==> config.mk <==
export PLATFORM = sky130hd
export DESIGN_NAME = mult_div
export DESIGN_NICKNAME = d
export VERILOG_FILES = /design/src/rtl/mdu_pkg.sv /design/src/rtl/abs_neg32.sv /design/src/rtl/mult_div.sv
export SDC_FILE = /design/constraint.sdc
export NUM_CORES = 1
export LEC_CHECK = 0
export BUFFER_PORTS_ARGS = -buffer_cell sky130_fd_sc_hd__buf_2
export CAP_MARGIN = 0
export CORE_MARGIN = 4
export CORE_UTILIZATION = 25
export DETAILED_ROUTE_END_ITERATION = 8
export GPL_TIMING_DRIVEN = 1
export HOLD_SLACK_MARGIN = 0.15
export PLACE_DENSITY = 0.45
export SLEW_MARGIN = 20
export SYNTH_ARGS = -nofsm -noshare
export SYNTH_HDL_FRONTEND = slang
export SYNTH_SLANG_ARGS = --single-unit
export TNS_END_PERCENT = 20
==> constraint.sdc <==
create_clock -name clk -period 7.2 [get_ports clk]
set_input_delay 1.44 -clock clk [delete_from_list [all_inputs] [get_ports clk]]
set_output_delay 1.44 -clock clk [all_outputs]
set_load 0.01 [all_outputs]
==> src/rtl/mdu_pkg.sv <==
// mdu_pkg
// Shared definitions for the iterative multiply/divide unit (mult_div).
//   - op_e    : 2-bit operation code (MULT, MULTU, DIV, DIVU)
//   - state_e : FSM states (IDLE, CALC, FINISH)
//   - ITER_COUNT / CNT_W : number of shift iterations and the counter width
package mdu_pkg;

   localparam int ITER_COUNT = 32;
   localparam int CNT_W      = 5;

   // Bit 1 selects divide, bit 0 selects the unsigned flavour.
   typedef enum logic [1:0] {
      OP_MULT  = 2'b00,
      OP_MULTU = 2'b01,
      OP_DIV   = 2'b10,
      OP_DIVU  = 2'b11
   } op_e;

   typedef enum logic [1:0] {
      S_IDLE   = 2'b00,
      S_CALC   = 2'b01,
      S_FINISH = 2'b10
   } state_e;

endpackage

==> src/rtl/abs_neg32.sv <==
// abs_neg32
// Conditional two's-complement negate. Used to turn signed operands into
// magnitudes at start and to restore the result sign when an operation finishes.
// Ports:
//   value_i  : input value
//   neg_i    : 1 = negate, 0 = pass through
//   result_o : value_i or -value_i
// A magnitude of -2^31 comes out as 32'h80000000, which is correct when the
// result is treated as unsigned.
module abs_neg32 #(
   parameter int W = 32
) (
   input  logic [W-1:0] value_i,
   input  logic         neg_i,
   output logic [W-1:0] result_o
);

   // Pure combinational negate; no state in this block.
   always_comb begin
      result_o = value_i;
      if (neg_i) begin
         result_o = ~value_i + W'(1);
      end
   end

endmodule

==> src/rtl/mult_div.sv <==
// mult_div
// Iterative HI/LO multiply/divide unit for the MIPS datapath. MULT, MULTU, DIV
// and DIVU take 33 cycles after the start edge; HI/LO are also writable
// directly through MTHI/MTLO while the unit is idle.
// Ports:
//   clk, reset    : rising-edge clock, asynchronous active-high reset
//   start, op     : begin operation op (00 MULT, 01 MULTU, 10 DIV, 11 DIVU)
//   a, b          : rs / rt operands
//   hi_we, lo_we  : MTHI / MTLO write enables, data on wdata
//   busy          : operation in progress (PC stall)
//   done          : one-cycle pulse after HI/LO were written by an operation
//   hi, lo        : HI and LO registers
module mult_div
   import mdu_pkg::*;
#(
   parameter int WIDTH = 32
) (
   input  logic             clk,
   input  logic             reset,
   input  logic             start,
   input  logic [1:0]       op,
   input  logic [WIDTH-1:0] a,
   input  logic [WIDTH-1:0] b,
   input  logic             hi_we,
   input  logic             lo_we,
   input  logic [WIDTH-1:0] wdata,
   output logic             busy,
   output logic             done,
   output logic [WIDTH-1:0] hi,
   output logic [WIDTH-1:0] lo
);

   localparam logic [CNT_W-1:0] LAST_ITER = CNT_W'(ITER_COUNT - 1);

   state_e             state_q;
   logic [CNT_W-1:0]   cnt_q;
   op_e                op_q;
   logic [WIDTH-1:0]   aOrig_q;
   logic [WIDTH-1:0]   divisor_q;
   logic               negRes_q;
   logic               negRem_q;
   logic               divZero_q;
   logic [2*WIDTH-1:0] acc_q;
   logic [2*WIDTH-1:0] acc_d;
   logic [WIDTH-1:0]   hi_q;
   logic [WIDTH-1:0]   lo_q;
   logic               busy_q;
   logic               done_q;

   logic               signedIn;
   logic               negA;
   logic               negB;
   logic [WIDTH-1:0]   magA;
   logic [WIDTH-1:0]   magB;
   logic               isDiv;
   logic [WIDTH:0]     mulSum;
   logic [WIDTH:0]     divShift;
   logic [WIDTH-1:0]   divDiff;
   logic [2*WIDTH-1:0] product;
   logic [WIDTH-1:0]   quotFix;
   logic [WIDTH-1:0]   remFix;

   // Operand preparation: signed ops work on magnitudes and remember the signs.
   always_comb begin
      signedIn = ~op[0];
      negA     = signedIn & a[WIDTH-1];
      negB     = signedIn & b[WIDTH-1];
   end

   abs_neg32 #(.W(WIDTH)) uAbsA (
      .value_i  (a),
      .neg_i    (negA),
      .result_o (magA)
   );

   abs_neg32 #(.W(WIDTH)) uAbsB (
      .value_i  (b),
      .neg_i    (negB),
      .result_o (magB)
   );

   // One iteration step. Both algorithms share the 64-bit accumulator:
   // multiply keeps {partial product, remaining multiplier bits} and shifts
   // right; divide keeps {partial remainder, dividend/quotient bits} and
   // shifts left. The remainder is always below the divisor, so the
   // subtraction result fits in WIDTH bits and the 33rd bit is only needed
   // for the compare.
   always_comb begin
      isDiv    = (op_q == OP_DIV) || (op_q == OP_DIVU);
      mulSum   = {1'b0, acc_q[2*WIDTH-1:WIDTH]} + {1'b0, divisor_q};
      divShift = {acc_q[2*WIDTH-1:WIDTH], acc_q[WIDTH-1]};
      divDiff  = divShift[WIDTH-1:0] - divisor_q;
      acc_d    = acc_q;
      if (!isDiv) begin
         if (acc_q[0]) begin
            acc_d = {mulSum, acc_q[WIDTH-1:1]};
         end else begin
            acc_d = {1'b0, acc_q[2*WIDTH-1:1]};
         end
      end else begin
         if (divShift >= {1'b0, divisor_q}) begin
            acc_d = {divDiff, acc_q[WIDTH-2:0], 1'b1};
         end else begin
            acc_d = {divShift[WIDTH-1:0], acc_q[WIDTH-2:0], 1'b0};
         end
      end
   end

   // Sign fixup for the final result. The product needs a full 64-bit negate,
   // quotient and remainder are fixed independently.
   always_comb begin
      product = acc_q;
      if (negRes_q) begin
         product = ~acc_q + (2*WIDTH)'(1);
      end
   end

   abs_neg32 #(.W(WIDTH)) uFixQuot (
      .value_i  (acc_q[WIDTH-1:0]),
      .neg_i    (negRes_q),
      .result_o (quotFix)
   );

   abs_neg32 #(.W(WIDTH)) uFixRem (
      .value_i  (acc_q[2*WIDTH-1:WIDTH]),
      .neg_i    (negRem_q),
      .result_o (remFix)
   );

   // Main FSM. IDLE accepts MTHI/MTLO writes and start, CALC runs the 32
   // iterations without touching HI/LO, FINISH writes the fixed-up result and
   // raises done for exactly one cycle. A start arriving outside IDLE is simply
   // dropped. Divide by zero bypasses the datapath result: HI gets the original
   // dividend and LO all ones.
   always_ff @(posedge clk or posedge reset) begin
      if (reset) begin
         state_q   <= S_IDLE;
         cnt_q     <= '0;
         op_q      <= OP_MULT;
         aOrig_q   <= '0;
         divisor_q <= '0;
         negRes_q  <= 1'b0;
         negRem_q  <= 1'b0;
         divZero_q <= 1'b0;
         acc_q     <= '0;
         hi_q      <= '0;
         lo_q      <= '0;
         busy_q    <= 1'b0;
         done_q    <= 1'b0;
      end else begin
         done_q <= 1'b0;
         case (state_q)
            S_IDLE: begin
               if (hi_we) begin
                  hi_q <= wdata;
               end
               if (lo_we) begin
                  lo_q <= wdata;
               end
               if (start) begin
                  op_q      <= op_e'(op);
                  aOrig_q   <= a;
                  divisor_q <= magB;
                  negRes_q  <= negA ^ negB;
                  negRem_q  <= negA;
                  divZero_q <= (b == '0);
                  acc_q     <= {{WIDTH{1'b0}}, magA};
                  cnt_q     <= '0;
                  busy_q    <= 1'b1;
                  state_q   <= S_CALC;
               end
            end
            S_CALC: begin
               acc_q <= acc_d;
               if (cnt_q == LAST_ITER) begin
                  state_q <= S_FINISH;
               end else begin
                  cnt_q <= cnt_q + CNT_W'(1);
               end
            end
            S_FINISH: begin
               if (isDiv) begin
                  if (divZero_q) begin
                     hi_q <= aOrig_q;
                     lo_q <= '1;
                  end else begin
                     hi_q <= remFix;
                     lo_q <= quotFix;
                  end
               end else begin
                  hi_q <= product[2*WIDTH-1:WIDTH];
                  lo_q <= product[WIDTH-1:0];
               end
               cnt_q   <= '0;
               done_q  <= 1'b1;
               busy_q  <= 1'b0;
               state_q <= S_IDLE;
            end
            default: begin
               state_q <= S_IDLE;
               busy_q  <= 1'b0;
            end
         endcase
      end
   end

   assign busy = busy_q;
   assign done = done_q;
   assign hi   = hi_q;
   assign lo   = lo_q;

endmodule

# Yosys cells after proc, flatten, opt, wreduce, memory -nomap -nowiden
# Index checks and enable logic that the tools add are counted.
[word_totals]
regBits = 206
out_inout_bits = 66
elab_cells = 82
[classes]
addsub = 8
order_cmp = 1
n_eq_ne = 10
mux = 27
n_bitwise = 10
reduce_logical = 13
[ops]
columns = ["cell", "count"]
rows = [
  ["$mux 32", 10],
  ["$mux 64", 5],
  ["$add 32x1->32 const B", 4],
  ["$not 32->32", 4],
  ["$pmux 32 s2", 2],
  ["$pmux 64 s2", 1],
  ["$add 64x1->64 const B", 1],
  ["$not 64->64", 1],
  ["$add 32x32->33", 1],
  ["$ge 33x32->1", 1],
  ["$logic_not 32->1", 1],
  ["$sub 32x32->32", 1],
  ["$pmux 5 s3", 1],
  ["$reduce_and 2->1", 6],
  ["$mux 5", 2],
  ["$ne 2x2->1 const B", 5],
  ["$eq 2x2->1 const B", 3],
  ["$add 5x1->5 const B", 1],
  ["$eq 5x5->1 const B", 1],
  ["$mux 2", 2],
  ["$pmux 2 s2", 1],
  ["$reduce_bool 2->1", 2],
  ["$reduce_and 3->1", 1],
  ["$reduce_bool 3->1", 1],
  ["other kinds (8)", 11],
]

# Depth between registers and ports, before layout
# Gate-level depths: netlist of the first run.
[depth]
ltp_word = 6
ltp_mapped = 14
mapped_depth_nobuf = 13

# Cells and area by module
# A second synthesis of the first run with hierarchy kept.
[unflattened]
cells_unflattened = 2298
hier_area_um2 = 18575.3
[modules_own_cells]
columns = ["mod", "instances", "cells_each", "area_each_um2", "seq_area_each_um2"]
rows = [
  ["mult_div", 1, 1902, 15467.3, 5129.9],
  ["abs_neg32", 4, 99, 777.0, 0.0],
]

# Least setup slack after synthesis of the first run
# Ideal clock, no wire load.
[synth_timing]
kind = "input-to-reg"
start = "in b[8]"
end = "reg divisor_q[29]"
setup_time_ns = 0.133
arrival_ns = 3.613
required_ns = 7.067
setup_slack_ns = 3.454
cell_stages = 9
path_buffers = 0
path_cell_list = "or4_1 > nor4_2 > nand2b_1 > or4_4 > nor3_2 > nand2_1 > o41ai_1 > xor2_1 > o21ai_0"
[synth_via]
elab_chain_len = 3
[synth_lines]
columns = ["item", "line", "text"]
rows = [
  ["from (decl)", "mult_div.sv:23", "input logic [WIDTH-1:0] b,"],
  ["$not 32->32", "abs_neg32.sv:22", "result_o = ~value_i + W'(1);"],
  ["$add 32x1->32", "abs_neg32.sv:22", ""],
  ["$mux 32", "abs_neg32.sv:21", "if (neg_i) begin"],
  ["to (signal assigned)", "mult_div.sv:163", "divisor_q <= magB;"],
  ["to (decl)", "mult_div.sv:39", "logic [WIDTH-1:0] divisor_q;"],
]
# Every way passes these cells.
# A chain may end at the register's enable or synchronous reset.

# Final worst setup path of the first run
[layout_timing]
start = "reg acc_q[0]"
end = "reg hi_q[26], in the netlist hi[26]"
[layout_via]
elab_chain_len = 5
[layout_lines]
columns = ["item", "line", "text"]
rows = [
  ["from (decl)", "mult_div.sv:43", "logic [2*WIDTH-1:0] acc_q;"],
  ["from (signal assigned)", "mult_div.sv:167", "acc_q <= {{WIDTH{1'b0}}, magA};"],
  ["$not 64->64", "mult_div.sv:114", "product = ~acc_q + (2*WIDTH)'(1);"],
  ["$add 64x1->64", "mult_div.sv:114", ""],
  ["$mux 64", "mult_div.sv:113", "if (negRes_q) begin"],
  ["$mux 32", "mult_div.sv:182", "if (isDiv) begin"],
  ["$pmux 32 s2", "mult_div.sv:152", "case (state_q)"],
  ["to (signal assigned)", "mult_div.sv:155", "hi_q <= wdata;"],
  ["to (signal assigned)", "mult_div.sv:184", "hi_q <= aOrig_q;"],
  ["to (signal assigned)", "mult_div.sv:187", "hi_q <= remFix;"],
  ["to (decl)", "mult_div.sv:45", "logic [WIDTH-1:0] hi_q;"],
]
# Every way passes these cells.

==> results of run 1 <==
==> worst max-delay path by stage <==
stage	slack, ns	end	start	depth (start not counted)
floorplan	0.16	aOrig_q[0]	reset	1
global placement	2.87	divisor_q[30]	b[8]	10
detailed placement	2.84	divisor_q[28]	b[8]	10
CTS	3.02	hi[26]	acc_q[0]	10
global route	2.72	acc_q[62]	acc_q[37]	11
finish	2.94	hi[26]	acc_q[0]	10
==> cells in the mapped netlist, types with 6 or more instances <==
library cell  number
a221oi_1           9
o211ai_1          28
a211o_1            6
o22ai_1           43
nand2b_1          18
nand3_1           40
a21oi_1          140
or2_2              8
and2_1            17
buf_2              8
a21o_1            30
inv_1             72
a31oi_1           26
clkbuf_1         129
a31o_2             8
o21a_1             7
xor2_1            87
o41ai_1           12
nand2_1          359
or3_1             18
and3_1            15
o31ai_1           31
o21bai_1          11
nor4_1            15
o21ai_0          261
dfrtp_1          205
o21ai_1           11
nor2b_1           19
a32o_1             9
nor2_1           105
a211oi_1          23
a222oi_1           6
nor3_1            36
buf_1             16
ha_1              70
or4_1             15
xnor2_1          103
o221ai_1          13
nor3b_1            8
mux2i_1           49
nand4_1           19
==> tightest hold or removal path, stage by stage, from the launching register on <==
cell and delay, ns:
dfrtp_1 0.34, nand2_1 0.04, o21ai_0 0.06
==> power breakdown <==
part | total [mW] | switching [mW] | internal, mW | leakage [nW]
combinational | 6.82 | 4.14 | 2.67 | 5.20
sequential | 2.67 | 0.945 | 1.73 | 2.49
clock | 1.40 | 0.576 | 0.823 | 0.439
total | 10.9 | 5.66 | 5.22 | 8.13
==> sequential cells by signal (all words and copies together) (netlist names), 2 cells and up <==
signal and count:
aOrig_q 32, acc_q 64, cnt_q 5, divisor_q 32
hi 32, lo 32, state_q 2
==> final cells by class <==
| cell class | instances | area [um^2] | area share |
|---|---|---|---|
| clock buffer | 37 | 773 | 0.0400 |
| sequential | 205 | 5140 | 0.266 |
| antenna | 2 | 5.00 | 0.000259 |
| inverter | 72 | 278 | 0.0144 |
| multi-input combinational | 1742 | 10900 | 0.563 |
| timing repair buffer | 193 | 1040 | 0.0540 |
| tap | 864 | 1080 | 0.0559 |
| clock inverter | 12 | 135 | 0.00699 |
==> through the flow <==
step / worst slack, ns / cells / util
finish: 2.94 / 3127 / 0.291
detailed placement: 2.84 / 3076 / 0.278
floorplan: 0.164 / 2176 / -
CTS: 3.02 / 3125 / 0.291
global route: 2.72 / 3125 / 0.291
global placement: 2.87 / 3074 / 0.277
==> per-layer routing <==
layer / part of all wire / vias to the layer above / track usage
met5: 0 / - / 0
met4: 0.030 / 0 / 0.0514
met2: 0.46 / 566 / 0.309
met1: 0.46 / 8018 / 0.261
met3: 0.056 / 95 / 0.0213
li1: - / 7951 / -
==> kinds of logic (layout without fill, tap and decap cells) <==
group                      Yosys count  count (layout)  share of synthesized area
buffers and inverters              229             314                     0.0525
AOI/OAI and AO/OA                  712             712                      0.260
other                                0               2                          0
muxes                               51              51                     0.0304
adders and majority gates           72              72                     0.0543
xor gates and xnor gates           190             190                     0.0987
DFF                                205             205                      0.304
and+or+nand+nor                    717             717                      0.200
==> key figures, run 1 <==
STA
  • Fin. Hold Viols: 0
  • Final Max Tran Viols: 0
  • Setup TNS: 0 ns
  • Clk_skew: 0.0242 ns
  • RSZ-0062 raised after global routing: no
  • Worst Max-Slew Pin Slew: 1.00 ns
  • Min Tclk post-route: 4.26 ns
  • Final number of setup-violating endpoints: 0
  • Final period util: 0.592
  • Slew HR: 0.332
  • Peak Freq: 0.235 GHz
  • Hold WS: 0.475 ns

Critical path
  • Slowest cell on crit path: or4_1
  • Worst setup path class: register to register
  • Startpoint Class: register
  • Reg2reg path depth: 10
  • CP Buf/Inv Count: 2
  • Crit-path max cell delay: 0.80 ns
  • WP data required: 7.66 ns
  • Reg-to-reg startpoint: acc_q[0]
  • Max FO, Critical Path: 30
  • R2r setup slk: 2.94 ns
  • Worst path cell trace: inv_1, buf_4, ha_1, nand2b_1, nor3_1, nand4_1, or4_1, o21ai_0, xor2_1, a21oi_1
  • Worst path top cell family by delay: simple AND/OR/NAND/NOR gates
  • CP arrival: 4.72 ns
  • Crit. End Element: register
  • Reg-to-reg endpoint: hi[26]

CTS
  • Skew-Pair Late Insertion Delay: 0.59 ns
  • Clock slew at reported path FFs: 0.06 ns
  • CTS Root Cell: clkbuf_16
  • CTS Hold Bufs: 0
  • PostCTS Resize Cnt: 0
  • CTS tree: built
  • Clock buffer count from CTS: 27
  • Number of clock sinks: 205
  • Post-CTS setup buffers: 0
  • # H-tree levels: 1
  • CTS Buffer Depth: 3

Logic synthesis
  • Seq/Total Area, Yosys: 0.304
  • Post-synthesis net count: 2351
  • Async SR Flop Fraction: 1.00
  • Top-area cell type share of the netlist area: 0.304
  • Number of synthesized register bits: 205
  • Top FF cell, synth: dfrtp_1
  • Syn Area/Cell: 7.75 um^2
  • Yosys top cell by area: dfrtp_1
  • Netlist cell types: 75
  • Mapped Cells: 2176
  • Area contributors post-synth: dfrtp_1 30%, nand2_1 8.0%, o21ai_0 7.7%
  • Post-Syn Area: 16900 um^2
  • Post-synth EDFFs: 0
  • Syn. warnings: 0

Placed design
  • Placed Area: 18400 um^2
  • Port bufs: 168
  • RD Place Congestion: 0.907
  • DPL Wire Length: 53500 um

Finish
  • Nets: 2416
  • Most frequent cells in the layout: 358 x nand2_1, 261 x o21ai_0, 202 x dfrtp_1
  • Layout cells sized above 1: 0.126
  • Finished Cell Area: 19300 um^2
  • Commonest non-fill, non-tap cell in the layout: nand2_1
  • Layout fillers: 7266
  • Area Growth Syn to Fin: 14.6%

Floorplanning
  • Chip Height: 268 um
  • Die Area: 71700 um^2
  • Core area: 66300 um^2
  • # rows: 94
  • Initial Util: 0.254
  • Die Wd: 268 um
  • Num ports: 169

GRT
  • First-pass GRT wire length: 104000 um
  • Initial antenna violation count: 1
  • Largest net degree at the start of global routing: 113
  • Vias in the first global route: 16100
  • Gr usage total: 0.188
  • Total gr overflow: 0

Min path
  • Hold depth: 2
  • Hold Path Class: register to register
  • WHS Endpoint: lo[2]
  • Hold Startpoint: lo[2]

Route
  • TritonRoute pass-1 iters: 6
  • ANT nets after route: 0
  • Wirelength, routed: 69400 um
  • Via density: 5.32
  • Initial drt markers: 1635
  • Routed WL per cell: 22.2 um
  • Via count: 16600
  • Remaining DRCs: 0

Pwr
  • Total power: 10.9 mW
  • Maximum VDD drop: 0.000229 V
  • Pleak: 8.13 nW
  • Cell Pwr Density: 563 nW/um^2

Run
  • Max Cap Violations: 0

Outcome
  • Outcome: finished, final reports clean
Note: power is estimated with default switching activity, not from simulation.
==> run 2: changes to the inputs <==
==> constraint.sdc (replaced) <==
create_clock -name clk -period 3.75 [get_ports clk]
set_input_delay 0.75 -clock clk [delete_from_list [all_inputs] [get_ports clk]]
set_output_delay 0.75 -clock clk [all_outputs]
set_load 0.01 [all_outputs]
==> run 2 against run 1 <==
Compared with the run above: largest cell class unchanged; first-iteration DRC count up 5.0%; routed wire length up 1.6%; highest routed layer unchanged; setup slack worse by 2.6 ns.
==> key figures, run 2 (same netlist as run 1, synthesis figures left out) <==
Outcome
  • Outcome: finished, final reports clean

Finish
  • Max reg flops: 64 (unchanged)
  • Reg area: 5140 um^2 (unchanged)
  • Largest register by flop count: acc_q
  • Fin cells: 3191 (+2.0%)
  • Area Growth Syn to Fin: 18.0%
  • Nets: 2482 (+2.7%)
  • Finished Cell Area: 19900 um^2 (+3.0%)
  • Commonest non-fill, non-tap cell in the layout: nand2_1
  • Layout fillers: 7306 (+0.55%)
  • Final core occ: 0.300 (+0.00864)
  • Most frequent cells in the layout: 358 x nand2_1, 261 x o21ai_0, 202 x dfrtp_1
  • Layout cells sized above 1: 0.152 (+0.0261)
  • Footprint of the multi-input gates: 10900 um^2 (about the same)
  • Diode count: 0 (-2)

Critical path
  • Max FO, Critical Path: 5 (-83%)
  • Worst path cell trace: inv_1, ha_1, and4_1, and3_1, a21bo_2, nand4_1, a31oi_1, o21a_1, nor2_1, o31a_1, a32o_1
  • R2r setup slk: 0.35 ns (-2.59 ns)
  • Worst setup path class: register to register
  • Crit-path max cell delay: 0.52 ns (-0.28 ns)
  • Worst Setup EP: acc_q[62]
  • Reg-to-reg startpoint: divisor_q[5]
  • Crit. End Element: register
  • Reg2reg path depth: 11 (+1)
  • Startpoint Class: register
  • Slowest cell on crit path: a31oi_1
  • WP data required: 4.21 ns (-3.45 ns)
  • CP startpoint: divisor_q[5]
  • Reg-to-reg endpoint: acc_q[62]
  • CP arrival: 3.86 ns (-0.86 ns)

Placed design
  • DPL Wire Length: 54400 um (+1.6%)
  • Placed Area: 19000 um^2 (+3.1%)
  • RD Place Congestion: 0.925 (+1.9%)
  • Placed cells: 3141 (+2.1%)
  • Pre-CTS setup slack: 0.318 ns (-2.53 ns)
  • Port bufs: 168 (unchanged)

CTS
  • Skew-Pair Late Insertion Delay: 0.59 ns (about the same)
  • CTS Root Cell: clkbuf_16
  • Number of clock sinks: 205 (unchanged)
  • CTS Hold Bufs: 0 (unchanged)
  • Clock buffer count from CTS: 28 (+3.7%)
  • # H-tree levels: 1 (unchanged)
  • PostCTS Resize Cnt: 0 (unchanged)
  • CTS Buffer Depth: 3 (unchanged)
  • Clock slew at reported path FFs: 0.06 ns (about the same)
  • Post-CTS setup buffers: 0 (unchanged)
  • CTS tree: built

STA
  • Final number of setup-violating endpoints: 0 (unchanged)
  • Clk_skew: 0.0266 ns (+0.00240 ns)
  • Hold WS: 0.300 ns (-0.175 ns)
  • Worst Max-Slew Pin Slew: 1.02 ns (+0.0141 ns)
  • Min Tclk post-route: 3.40 ns (-0.857 ns)
  • Peak Freq: 0.294 GHz (+25%)
  • Setup TNS: 0 ns (unchanged)
  • RSZ-0062 raised after global routing: no
  • Final period util: 0.907 (+0.316)
  • Fin. Hold Viols: 0 (unchanged)
  • Slew HR: 0.323 (-0.00942)
  • Final Max Tran Viols: 0 (unchanged)
  • PnR worst setup slack: 0.347 ns (-2.59 ns)

GRT
  • Largest net degree at the start of global routing: 80 (-29%)
  • Total gr overflow: 0 (unchanged)
  • Vias in the first global route: 16300 (+1.1%)
  • Initial antenna violation count: 0 (-1)
  • Gr usage total: 0.190 (+0.00263)
  • First-pass GRT wire length: 105000 um (+0.71%)

Floorplanning
  • Core area: 66300 um^2 (unchanged)
  • Num ports: 169 (unchanged)
  • Die Area: 71700 um^2 (unchanged)
  • # rows: 94 (unchanged)
  • Die Wd: 268 um (unchanged)
  • Chip Height: 268 um (unchanged)
  • Initial Util: 0.254 (unchanged)

Pwr
  • Pleak: 8.48 nW (+4.3%)
  • Total power: 21.6 mW (+98%)
  • Clk network pwr share: 0.125 (-0.004)
  • Maximum VDD drop: 0.000497 V (+120%)
  • P_sw: 11.1 mW (+95%)
  • Cell Pwr Density: 1090 nW/um^2 (+93%)
  • Internal cell power: 10.5 mW (+100%)
  • Sequential Power Share: 0.215 (-0.030)
  • Sw Share: 0.513 (-0.00759)
  • Gate power share: 0.660 (+0.034)

Run
  • Max Cap Violations: 0 (unchanged)

Route
  • Initial drt markers: 1717 (+5.0%)
  • TritonRoute pass-1 iters: 6 (unchanged)
  • Routed WL per cell: 22.1 um (-0.49%)
  • Remaining DRCs: 0 (unchanged)
  • ANT nets after route: 0 (unchanged)
  • Wirelength, routed: 70500 um (+1.6%)
  • Via count: 16800 (+1.1%)
  • Via density: 5.27 (-0.90%)

Min path
  • Hold Path Class: input port to asynchronous set/reset pin
run 2: changes by cell type in the layout (fill, tap and decap cells not counted), moves of 2 or more:
cell	before	now
buf_12	0	6
diode_2	2	0
buf_4	23	83
buf_8	2	0
clkinv_2	5	7
clkbuf_1	4	2
run 2: power by group through the flow:
stage          logic [mW]  clock network (mW)  registers [mW]
2_1_floorplan        9.70                   0            4.19
3_3_place_gp         14.0                   0            4.66
3_5_place_dp         14.1                   0            4.68
4_1_cts              14.1                2.78            4.64
5_1_grt              15.7                2.86            4.80
6_report             14.2                2.70            4.65
run 2: worst min path at each step:
stage	endpoint	cells past startpoint	start	slack, ns
after global routing	hi[1]	2	reset	0.35
after floorplan	aOrig_q[11]	2	aOrig_q[11]	0.45
after global placement	lo[15]	2	lo[15]	0.46
after detailed placement	lo[11]	2	lo[11]	0.47
final	lo[3]	2	reset	0.30
after CTS	lo[3]	2	reset	0.31
run 2: cell type report:
cell class / count / share of cell area
flip-flops and latches: 205 / 0.258
clock buffers: 35 / 0.0390
clock inverters: 15 / 0.00717
repair buffers: 258 / 0.0810
inverters: 72 / 0.0138
multi-input cells: 1742 / 0.547
well taps: 864 / 0.0543
run 2: worst max-delay path, delay by kind of cell, from the launching register on:
| kind | cells | cell delay [ns] |
|---|---|---|
| compound gates | 5 | 1.57 |
| fa+ha+maj | 1 | 0.36 |
| buf+inv | 1 | 0.08 |
| flops | 1 | 0.50 |
| simple gates | 4 | 0.77 |
run 2: metal layers:
metal / track usage / share of wire
met1: 0.271 / 0.47
met2: 0.308 / 0.45
met3: 0.0211 / 0.054
met4: 0.0473 / 0.026
met5: 0 / 0
